`config.mk`:
```
export PLATFORM = sky130hd
export DESIGN_NAME = fb_rect_filler
export DESIGN_NICKNAME = d
export VERILOG_FILES = /design/src/rtl/fb_pkg.sv /design/src/rtl/fb_rect_clip.sv /design/src/rtl/fb_rect_filler.sv
export SDC_FILE = /design/constraint.sdc
export NUM_CORES = 1
export LEC_CHECK = 0
export ABC_AREA = 1
export CAP_MARGIN = 20
export CELL_PAD_IN_SITES_DETAIL_PLACEMENT = 1
export CELL_PAD_IN_SITES_GLOBAL_PLACEMENT = 1
export CORE_ASPECT_RATIO = 0.9
export CORE_UTILIZATION = 44
export DETAILED_ROUTE_END_ITERATION = 6
export HOLD_SLACK_MARGIN = 0.05
export PLACE_DENSITY_LB_ADDON = 0.1
export SLEW_MARGIN = 5
export SYNTH_ARGS = -nofsm -noshare
export SYNTH_HDL_FRONTEND = slang
export SYNTH_SLANG_ARGS = --single-unit
```
`constraint.sdc`:
```
create_clock -name clk_in -period 3.74 [get_ports clk_in]
set_input_delay 0.748 -clock clk_in [delete_from_list [all_inputs] [get_ports clk_in]]
set_output_delay 0.748 -clock clk_in [all_outputs]
set_load 0.01 [all_outputs]
```
`src/rtl/fb_pkg.sv`:
```
// Shared constants and types for the rectangle fill engine and its
// frame-buffer write interface.
package fb_pkg;

  localparam int unsigned FB_WIDTH  = 320;
  localparam int unsigned FB_HEIGHT = 180;
  localparam int unsigned FB_X_W    = $clog2(FB_WIDTH);
  localparam int unsigned FB_Y_W    = $clog2(FB_HEIGHT);
  localparam int unsigned FB_ADDR_W = $clog2(FB_WIDTH * FB_HEIGHT);

  typedef logic [FB_X_W-1:0]    x_t;
  typedef logic [FB_Y_W-1:0]    y_t;
  typedef logic [FB_X_W:0]      xs_t;
  typedef logic [FB_Y_W:0]      ys_t;
  typedef logic [FB_ADDR_W-1:0] addr_t;

  typedef struct packed {
    logic [4:0] r;
    logic [5:0] g;
    logic [4:0] b;
  } rgb565_t;

  typedef enum logic {
    FB_OP_FILL = 1'b0,
    FB_OP_SWAP = 1'b1
  } fb_op_e;

  typedef struct packed {
    fb_op_e  op;
    x_t      x;
    y_t      y;
    x_t      w;
    y_t      h;
    rgb565_t color;
  } fb_cmd_t;

  typedef enum logic [1:0] {
    ST_IDLE,
    ST_FILL,
    ST_SWAP
  } fill_state_e;

endpackage

```
`src/rtl/fb_rect_clip.sv`:
```
// Clips a requested rectangle to the write space: exclusive end column/row
// and a flag for rectangles that cover no pixels at all.
module fb_rect_clip
  import fb_pkg::*;
(
  input  logic [FB_X_W-1:0] x,
  input  logic [FB_Y_W-1:0] y,
  input  logic [FB_X_W-1:0] w,
  input  logic [FB_Y_W-1:0] h,
  output logic [FB_X_W-1:0] x_end,
  output logic [FB_Y_W-1:0] y_end,
  output logic              empty
);

  localparam xs_t X_LIM = xs_t'(FB_WIDTH);
  localparam ys_t Y_LIM = ys_t'(FB_HEIGHT);

  xs_t x_sum;
  ys_t y_sum;

  // Sums carry one extra bit so large origins plus extents never wrap.
  always_comb begin
    x_sum = xs_t'(x) + xs_t'(w);
    y_sum = ys_t'(y) + ys_t'(h);
    x_end = (x_sum > X_LIM) ? x_t'(FB_WIDTH)  : x_sum[FB_X_W-1:0];
    y_end = (y_sum > Y_LIM) ? y_t'(FB_HEIGHT) : y_sum[FB_Y_W-1:0];
    empty = (w == '0) || (h == '0) || (xs_t'(x) >= X_LIM) || (ys_t'(y) >= Y_LIM);
  end

endmodule

```
`src/rtl/fb_rect_filler.sv`:
```
// Command-driven rectangle fill engine: streams clipped RGB565 pixel writes in
// raster order into the frame buffer and issues single-cycle buffer swaps.
module fb_rect_filler
  import fb_pkg::*;
(
  input  logic                 clk_in,
  input  logic                 rst_n_in,
  input  logic                 cmd_valid,
  output logic                 cmd_ready,
  input  logic                 cmd_op,
  input  logic [FB_X_W-1:0]    cmd_x,
  input  logic [FB_Y_W-1:0]    cmd_y,
  input  logic [FB_X_W-1:0]    cmd_w,
  input  logic [FB_Y_W-1:0]    cmd_h,
  input  logic [15:0]          cmd_color,
  output logic [15:0]          write_data,
  output logic [FB_ADDR_W-1:0] write_addr,
  output logic                 write_enable,
  output logic                 swap_buffer,
  output logic                 busy
);

  fb_cmd_t     cmd;
  fill_state_e state;
  x_t          clip_x_end;
  y_t          clip_y_end;
  logic        clip_empty;
  addr_t       row0;

  x_t    x_first;
  x_t    x_last;
  y_t    y_last;
  x_t    cur_x;
  y_t    cur_y;
  addr_t row_base;

  always_comb begin
    cmd = '{op: fb_op_e'(cmd_op), x: cmd_x, y: cmd_y, w: cmd_w, h: cmd_h,
            color: rgb565_t'(cmd_color)};
    // One constant multiply per command; per-pixel addresses are incremental.
    row0 = addr_t'(cmd.y) * addr_t'(FB_WIDTH);
  end

  fb_rect_clip u_clip (
    .x     (cmd.x),
    .y     (cmd.y),
    .w     (cmd.w),
    .h     (cmd.h),
    .x_end (clip_x_end),
    .y_end (clip_y_end),
    .empty (clip_empty)
  );

  // cmd_ready is registered so it stays low while reset is held and rises on
  // the first edge after release; otherwise it tracks state == ST_IDLE.
  always_ff @(posedge clk_in or negedge rst_n_in) begin
    if (!rst_n_in) begin
      state        <= ST_IDLE;
      cmd_ready    <= 1'b0;
      write_data   <= '0;
      write_addr   <= '0;
      write_enable <= 1'b0;
      swap_buffer  <= 1'b0;
      busy         <= 1'b0;
      x_first      <= '0;
      x_last       <= '0;
      y_last       <= '0;
      cur_x        <= '0;
      cur_y        <= '0;
      row_base     <= '0;
    end else begin
      case (state)
        ST_IDLE: begin
          if (cmd_valid && cmd_ready) begin
            busy      <= 1'b1;
            cmd_ready <= 1'b0;
            if (cmd.op == FB_OP_SWAP) begin
              state       <= ST_SWAP;
              swap_buffer <= 1'b1;
            end else begin
              // An empty fill still spends one cycle in ST_FILL with no strobe.
              state        <= ST_FILL;
              write_enable <= !clip_empty;
              if (!clip_empty) begin
                write_data <= cmd.color;
                write_addr <= row0 + addr_t'(cmd.x);
                row_base   <= row0;
                cur_x      <= cmd.x;
                cur_y      <= cmd.y;
                x_first    <= cmd.x;
                x_last     <= clip_x_end - x_t'(1);
                y_last     <= clip_y_end - y_t'(1);
              end
            end
          end else begin
            cmd_ready <= 1'b1;
          end
        end
        ST_FILL: begin
          if (!write_enable || (cur_x == x_last && cur_y == y_last)) begin
            state        <= ST_IDLE;
            write_enable <= 1'b0;
            busy         <= 1'b0;
            cmd_ready    <= 1'b1;
          end else if (cur_x == x_last) begin
            cur_x      <= x_first;
            cur_y      <= cur_y + y_t'(1);
            row_base   <= row_base + addr_t'(FB_WIDTH);
            write_addr <= row_base + addr_t'(FB_WIDTH) + addr_t'(x_first);
          end else begin
            cur_x      <= cur_x + x_t'(1);
            write_addr <= write_addr + addr_t'(1);
          end
        end
        ST_SWAP: begin
          state       <= ST_IDLE;
          swap_buffer <= 1'b0;
          busy        <= 1'b0;
          cmd_ready   <= 1'b1;
        end
        default: state <= ST_IDLE;
      endcase
    end
  end

endmodule

```
# --- Yosys cells after proc, flatten, opt, wreduce, memory -nomap -nowiden ---
# Index checks and enable logic that the tools add are counted.
op_classes:
  addsub: 10
  n_mul: 1
  order_cmp: 4
  eq_ne: 11
  mux: 42
  n_bitwise: 2
  reduce_logical: 22
ops:
  columns: ["op", "n"]
  rows:
  - ["2-to-1 mux 16 bit", 10]
  - ["case mux 16 bit (2 select lines)", 2]
  - ["2-to-1 mux 9 bit", 6]
  - ["2-to-1 mux 8 bit", 6]
  - ["adder 16 x 9 -> 16 bit", 2]
  - ["case mux 9 bit (2 select lines)", 1]
  - ["adder 16 x 1 -> 16 bit, second input constant", 1]
  - ["adder 16 x 9 -> 16 bit, second input constant", 1]
  - ["case mux 8 bit (2 select lines)", 1]
  - ["!= test 2 bit, second input constant", 7]
  - ["adder 9 x 9 -> 10 bit", 1]
  - ["> comparator 10 x 9 -> 1 bit, second input constant", 1]
  - ["multiplier 8 x 3 -> 10 bit, second input constant", 1]
  - ["adder 8 x 8 -> 9 bit", 1]
  - ["adder 9 x 1 -> 9 bit, second input constant", 1]
  - ["== test 9 bit", 1]
  - ["greater-or-equal comparator 9 bit, second input constant", 1]
  - ["> comparator 9 x 8 -> 1 bit, second input constant", 1]
  - ["zero test 9 bit", 1]
  - ["subtractor 9 x 1 -> 9 bit, second input constant", 1]
  - ["adder 8 x 1 -> 8 bit, second input constant", 1]
  - ["== test 8 bit", 1]
  - ["greater-or-equal comparator 8 bit, second input constant", 1]
  - ["zero test 8 bit", 1]
  - ["other kinds (20)", 41]
totals:
  regBits: 97
  input_bits: 54
  output_inout_bits: 36
  wordCells: 105

# --- Logic depth before layout (Yosys ltp) ---
depth:
  word_depth: 8
  mapped_depth: 23
  ltp_nobuf: 23

# --- Cells and area by module ---
# From an unflattened synthesis, not the netlist that was laid out.
unflattened:
  hier_cells: 1105
  area_unflattened_um2: 7310.8
modules_own_cells:
  columns: ["mod", "n_inst", "cells_per_inst", "area_per_inst_um2", "seq_area_each_um2"]
  rows:
  - ["fb_rect_filler", 1, 903, 6217.2, 2277.2]
  - ["fb_rect_clip", 1, 202, 1093.5, 0.0]

# --- Least setup slack after synthesis ---
# OpenSTA, ideal clock, no wires.
synth_timing:
  kind: "input port to flip-flop"
  startpoint: "input cmd_x[0]"
  endpoint: "register x_last[4]"
  setup_time_ns: 0.066
  arrival_ns: 3.029
  t_required_ns: 3.674
  setup_slack_ns: 0.645
  cell_stages: 18
  n_path_buf: 0
  cell_sequence: "ha_1 inv_1 fa_1 xnor2_1 nor2_1 nand3_1 nor2_1 nand2_1 nand2_1 nand2_1 nand2_1 nand2_1 or2_2 ha_1 nand2_1 xor2_1 nand2_1 nand2_1"
synth_between:
  elab_chain_cells: 5
synth_lines:
  columns: ["item", "line", "text"]
  rows:
  - ["start, declared", "fb_rect_filler.sv:11", "input logic [FB_X_W-1:0] cmd_x,"]
  - ["branches (longest 5 deep; another with adder 9 x 9 -> 10 bit)", null, null]
  - ["end signal, assigned", "fb_rect_filler.sv:91", "x_last <= clip_x_end - x_t'(1);"]
  - ["end, declared", "fb_rect_filler.sv:31", "x_t x_last;"]
# Several ways; the timed one is not identified.
# A chain may end at the register's enable or synchronous reset.

# --- Final worst setup path ---
layout_timing:
  startpoint: "input cmd_x[0]"
  endpoint: "register x_last[6]"
# Same word-level chain as after synthesis.

==> results_dict.tcl <==
set metrics [dict create \
    insertedDiodeCount 0 \
    cts_max_path_buffers 2 \
    p_comb_frac 0.511 \
    startpoint_type "input port" \
    grt_pass1_wl_um 36000 \
    vdd_drop_max_mv 0.336 \
    wl_per_cell_um 16.0 \
    synth_top_cells_by_area "dfrtp_1 32%, nand2_1 18%, ha_1 7.9%" \
    htree_num_levels 3 \
    fin_area_um2 8650 \
    cp_slowest_cell "clkdlybuf4s50_1" \
    final.setup_skew_ns 0.0118 \
    relSlewSlack 0.543 \
    switching_share 0.445 \
    place_area_um2 8330 \
    synth_edf_count 0 \
    netlist_instances 1029 \
    slew_viol_final 0 \
    vias_per_cell 5.30 \
    synthTopCellsByCount "345 x nand2_1, 108 x inv_1, 91 x dfrtp_1" \
    routabilityCongestion 0.846 \
    max_freq_ghz 0.294 \
    avgSynthCellArea_um2 6.92 \
    ys_ff_latch 91 \
    crit_top_cell "nand2_1" \
    fillers 2072 \
    fin_crit_sh 0.910 \
    rows 43 \
    p_leak_nw 4.29 \
    tightestPinTransition_ns 0.685 \
    chipHeight_um 123 \
    async_flop_share 1.00 \
    first_pass_iters 4 \
    yosysUniqueCellTypes 43 \
    initial_utilization 0.457 \
    rsz0062_at_grt "no" \
    dieWidth_um 136 \
    root_buffer "clkbuf_16" \
    post-route-min-period_ns 3.40 \
    antenna_found_initial 0 \
    drt_wl_total_um 21300 \
    cap_violations 0 \
    fin_nets 1230 \
    grt_overflow_total 0 \
    final_util 0.554 \
    p_switching_mw 2.64 \
    syn2layout_area_growth_pct 21.4 \
    grt_pass1_vias 7155 \
    drcViolationCount 0 \
    cp_cell_sequence "clkdlybuf4s50_1 > ha_1 > inv_1 > fa_1 > inv_1 > nand3_1 > nand2_1 > nand2_1 > nand2_1 > inv_1 > nor2_1 > nand2_1 > nand2_1 > nand2_1 > nand2_1 > nand2_1 > or2_2 > ha_1 > nand3_1 > nand3_1 > nand3_1 > nand2_1" \
    status "complete, no violations" \
    port-buffer-count 89 \
    cts.reportedPaths.clkPinSlew_ns 0.07 \
    crit_type "input port to register" \
    ctsHoldBuffers 0 \
    place_hpwl_um 16400 \
    max_stage_delay_ns 0.49 \
    yosysTopAreaCell "dfrtp_1" \
    core-area_um2 15600 \
    worst-path-max-fanout 4 \
    syn-num-nets 1132 \
    yosysSeqAreaShare 0.320 \
    p_seq_frac 0.322 \
    clkSinkCount 91 \
    ys.flop_type "dfrtp_1" \
    hold_slack_ns 0.420 \
    synth.most_common_cell "nand2_1" \
    critPathRequiredTime_ns 3.98 \
    cp.arrival_ns 3.65 \
    drive_gt1_frac 0.0663 \
    yosysWarnings 0 \
    die-area_um2 16700 \
    synth_top_area_share 0.320 \
    power_frac_clock 0.167 \
    cts_tree "built" \
    hold_viol 0 \
    total_power_mw 5.93 \
    grt_use_total 0.275 \
    critPathCaptureType "register" \
    cts_made_buffers 9 \
    powerDensity_nw_per_um2 685 \
    dr.first_iter.drc_count 284 \
    final-setup-viol-count 0 \
    io_pins 90 \
    num_vias 7070 \
    grt_max_degree 50 \
    min_path_type "input port to asynchronous set/reset pin" \
    insertion_delay_ns 0.36 \
    ant_nets 0 \
    internal_power_mw 3.29 \
    synth.cell_area_um2 7130 \
]
cell families after synthesis:
| family | synth area share |
|---|---|
| AO/OA/AOI/OAI | 0.127 |
| XOR/XNOR | 0.0602 |
| adder cells (fa/ha/maj) | 0.0903 |
| buffers and inverters | 0.0824 |
| flip-flops | 0.320 |
| AND/OR/NAND/NOR | 0.321 |
metrics by stage:
stage | instances | setup slack (ns) | setup TNS [ns]
after floorplan | 1029 | 0.645 | 0
after detailed placement | 1318 | -0.0573 | -0.149
after global routing | 1334 | 0.0166 | 0
after CTS | 1334 | 0.307 | 0
final | 1334 | 0.336 | 0
after global placement | 1318 | 0.0536 | 0
layer usage:
| metal | GRT usage | share of wire |
|---|---|---|
| met2 | 0.461 | 0.47 |
| met5 | 0 | 0 |
| met4 | 0.0556 | 0.0079 |
| met1 | 0.379 | 0.49 |
| met3 | 0.0351 | 0.032 |
layout make-up:
cell class	count	area (um^2)	area share
multi-input combinational	795	4260	0.493
sequential	91	2280	0.263
timing repair buffer	116	1100	0.128
inverter	114	433	0.0501
tap	202	253	0.0292
clock buffer	9	225	0.0260
clock inverter	7	93.8	0.0108
sequential cells by signal (all words and copies together), names as in the netlist:
register      cells
write_data       16
state             2
write_addr       16
x_first           9
y_last            8
swap_buffer       1
cmd_ready         1
cur_y             8
x_last            9
write_enable      1
cur_x             9
busy              1
row_base         10
worst max-delay path, delay by kind of cell:
| family | cells | cell delay (ns) |
|---|---|---|
| simple gates | 15 | 1.36 |
| fa+ha+maj | 3 | 0.83 |
| buf+inv | 4 | 0.69 |
repair_timing:
action	4_1_cts	5_1_grt
endpoints found under the setup margin	0	1
hold endpoints to repair	0	0
gates resized for setup	0	1
setup buffers	0	0
power by group through the flow:
stage	combinational, mW	clock, mW	sequential, mW
2_1_floorplan	1.94	0	1.90
3_3_place_gp	2.89	0	1.90
3_5_place_dp	3.01	0	1.91
4_1_cts	3.05	1.01	1.90
5_1_grt	3.43	1.04	1.97
6_report	3.03	0.991	1.91
placed cells by master (no fill, tap or decap), types with 3 or more instances in the layout:
cell type        instances
nand2_1                344
inv_1                  108
dfrtp_1                 91
clkdlybuf4s50_1         88
nor2_1                  77
nand3_1                 66
o21ai_0                 58
ha_1                    45
a21oi_1                 37
xor2_1                  33
buf_4                   27
o21ai_1                 18
xnor2_1                 16
nand4_1                 16
a31oi_1                 15
o211ai_1                12
clkbuf_16                9
nand2_2                  8
or2_2                    7
nor3_1                   6
nand3b_1                 5
nor4_1                   4
inv_2                    4
fa_1                     4
o31ai_1                  3
worst paths after layout:
| kind | startpoint | to | slack, ns | cells past startpoint |
|---|---|---|---|---|
| min | rst_n_in | busy | 0.42 | 1 |
| min in group clk_in | write_data[15] | write_data[15] | 0.48 | 2 |
| max in group asynchronous | rst_n_in | write_addr[10] | 2.52 | 2 |
| max reg2reg | row_base[6] | write_addr[15] | 0.99 | 16 |
| max | cmd_x[0] | x_last[6] | 0.34 | 22 |
| min reg2reg | write_data[15] | write_data[15] | 0.48 | 2 |
Power figures use the tool's default switching activity.
==> edit: new RTL, same flow settings <==
Change the package constant `FB_WIDTH` from 320 to 160.
--- a/src/rtl/fb_pkg.sv
+++ b/src/rtl/fb_pkg.sv
@@ -2,7 +2,7 @@
 // frame-buffer write interface.
 package fb_pkg;
 
-  localparam int unsigned FB_WIDTH  = 320;
+  localparam int unsigned FB_WIDTH  = 160;
   localparam int unsigned FB_HEIGHT = 180;
   localparam int unsigned FB_X_W    = $clog2(FB_WIDTH);
   localparam int unsigned FB_Y_W    = $clog2(FB_HEIGHT);
Ports: changed (resized cmd_w, cmd_x and write_addr); port bits go from 90 to 87. No check against the original RTL was run, so the function may have changed too.
==> edit against the original RTL <==
  * Synthesized area shrank 4.4%
  * Routed wire length fell by 3.3%
  * Largest cell class unchanged
  * Power rose by 0.18%
  * Setup slack got worse by 8.6 ps
  * Sequential cell count fell by 4
  * Critical endpoint is now x_last[4]$_DFFE_PN0P_
  * Count of clock-buffer cells in the layout rose by 2
  * Design area fell by 5.1%
  * Clock skew barely moved
==> edit: results (changes against the original RTL) <==
- Status: completed
- Number of distinct library cells after synthesis: 50 (+16%)
- Final std cells w/o fill: 1272 (-4.6%)
- Sequential-to-total area share from yosys stat: 32.0% (about the same)
- Nets: 1169 (-5.0%)
- Final Skew: 12.0 ps (+0.216 ps)
- Global Route Usage Sum: 27.7% (+0.19 points)
- Largest net degree at the start of global routing: 44 (-12%)
- Most frequent cells after synthesis: 303 x sky130_fd_sc_hd__nand2_1, 127 x sky130_fd_sc_hd__inv_1, 87 x sky130_fd_sc_hd__dfrtp_1
- Number of ordinary inverters in the final layout: 134 (+18%)
- Global-route wire length before repair: 35.3 mm (-1.7%)
- Worst stage delay on the critical path: 540 ps (+50 ps)
- Via/cell ratio: 5.36 (+1.0%)
- Worst Path Max Fanout: 5 (+1)
- Net switching fraction of the power: 46.0% (+1.4 points)
- Placement Setup Slack: -31.9 ps (+25.4 ps)
- Multi-In Gates: 735 (-7.5%)
- Pleak: 4.10 nW (-4.3%)
- Fill cell count: 1980 (-4.4%)
- Number of global-route vias before repair: 7229 (+1.0%)
- Fraction of area in multi-input gates: 48.7% (-0.58 points)
- Average detailed-routed wire length per instance: 16.2 um (+1.4%)
- Registers with the most flip-flops: write_data x16, write_addr x15, row_base x10
- Area of the multi-input gates: 4000 um^2 (-6.2%)
- Share of post-route cells with drive strength above 1: 5.59% (-1.0 points)
- Number of clock sinks seen by CTS: 87 (-4.4%)
- Sequential fraction of total cell area: 26.5% (+0.19 points)
- Worst slew margin relative to its limit: 47.1% (-7.2 points)
- Post-Syn Instances: 982 (-4.6%)
## edit: cell types whose count changed in the layout (fill, tap and decap cells not counted), sizes merged, moves of 4 or more
| cell | before | now |
|---|---|---|
| buf | 28 | 17 |
| o211ai | 13 | 7 |
| dfrtp | 91 | 87 |
| nand4 | 16 | 25 |
| nor3 | 6 | 10 |
| a22oi | 0 | 9 |
| inv | 117 | 133 |
| o21ai | 76 | 80 |
| nor2 | 77 | 65 |
| nand2 | 354 | 307 |
| xor2 | 33 | 22 |
## edit: final timing paths
check	start	depth (start not counted)	slack, ps	end
min in group clk_in	write_data[5]$_DFFE_PN0P_	2	490	write_data[5]$_DFFE_PN0P_
max in group asynchronous	rst_n_in	2	2590	cur_y[0]$_DFFE_PN0P_
min	rst_n_in	1	360	row_base[13]$_DFFE_PN0P_
max reg2reg	cur_x[7]$_DFFE_PN0P_	13	1040	cur_y[7]$_DFFE_PN0P_
min reg2reg	write_data[5]$_DFFE_PN0P_	2	490	write_data[5]$_DFFE_PN0P_
max	cmd_x[0]	16	330	x_last[4]$_DFFE_PN0P_
## edit: cells by family (layout without fill, tap and decap cells)
group                    after synthesis  after routing  share of synthesized area (%)
AO/OA/AOI/OAI                        163            163                           14.0
XOR/XNOR                              35             35                           4.77
adder cells (fa/ha/maj)               48             48                           9.25
buffers and inverters                160            252                           9.35
flip-flops                            87             87                           32.0
AND/OR/NAND/NOR                      489            489                           30.7
## edit: routing by layer
metal  GRT usage (%)  vias to the layer above
li1                -                     3381
met1            35.8                     3289
met2            46.8                      110
met3            5.03                       32
met4            8.66                        0
met5               0                        -
## edit: worst max-delay path: cells and delay by family
kind,cells,cell delay (ps)
simple gates,8,880
xor+xnor,1,190
compound gates,2,350
fa+ha+maj,3,860
buf+inv,2,610
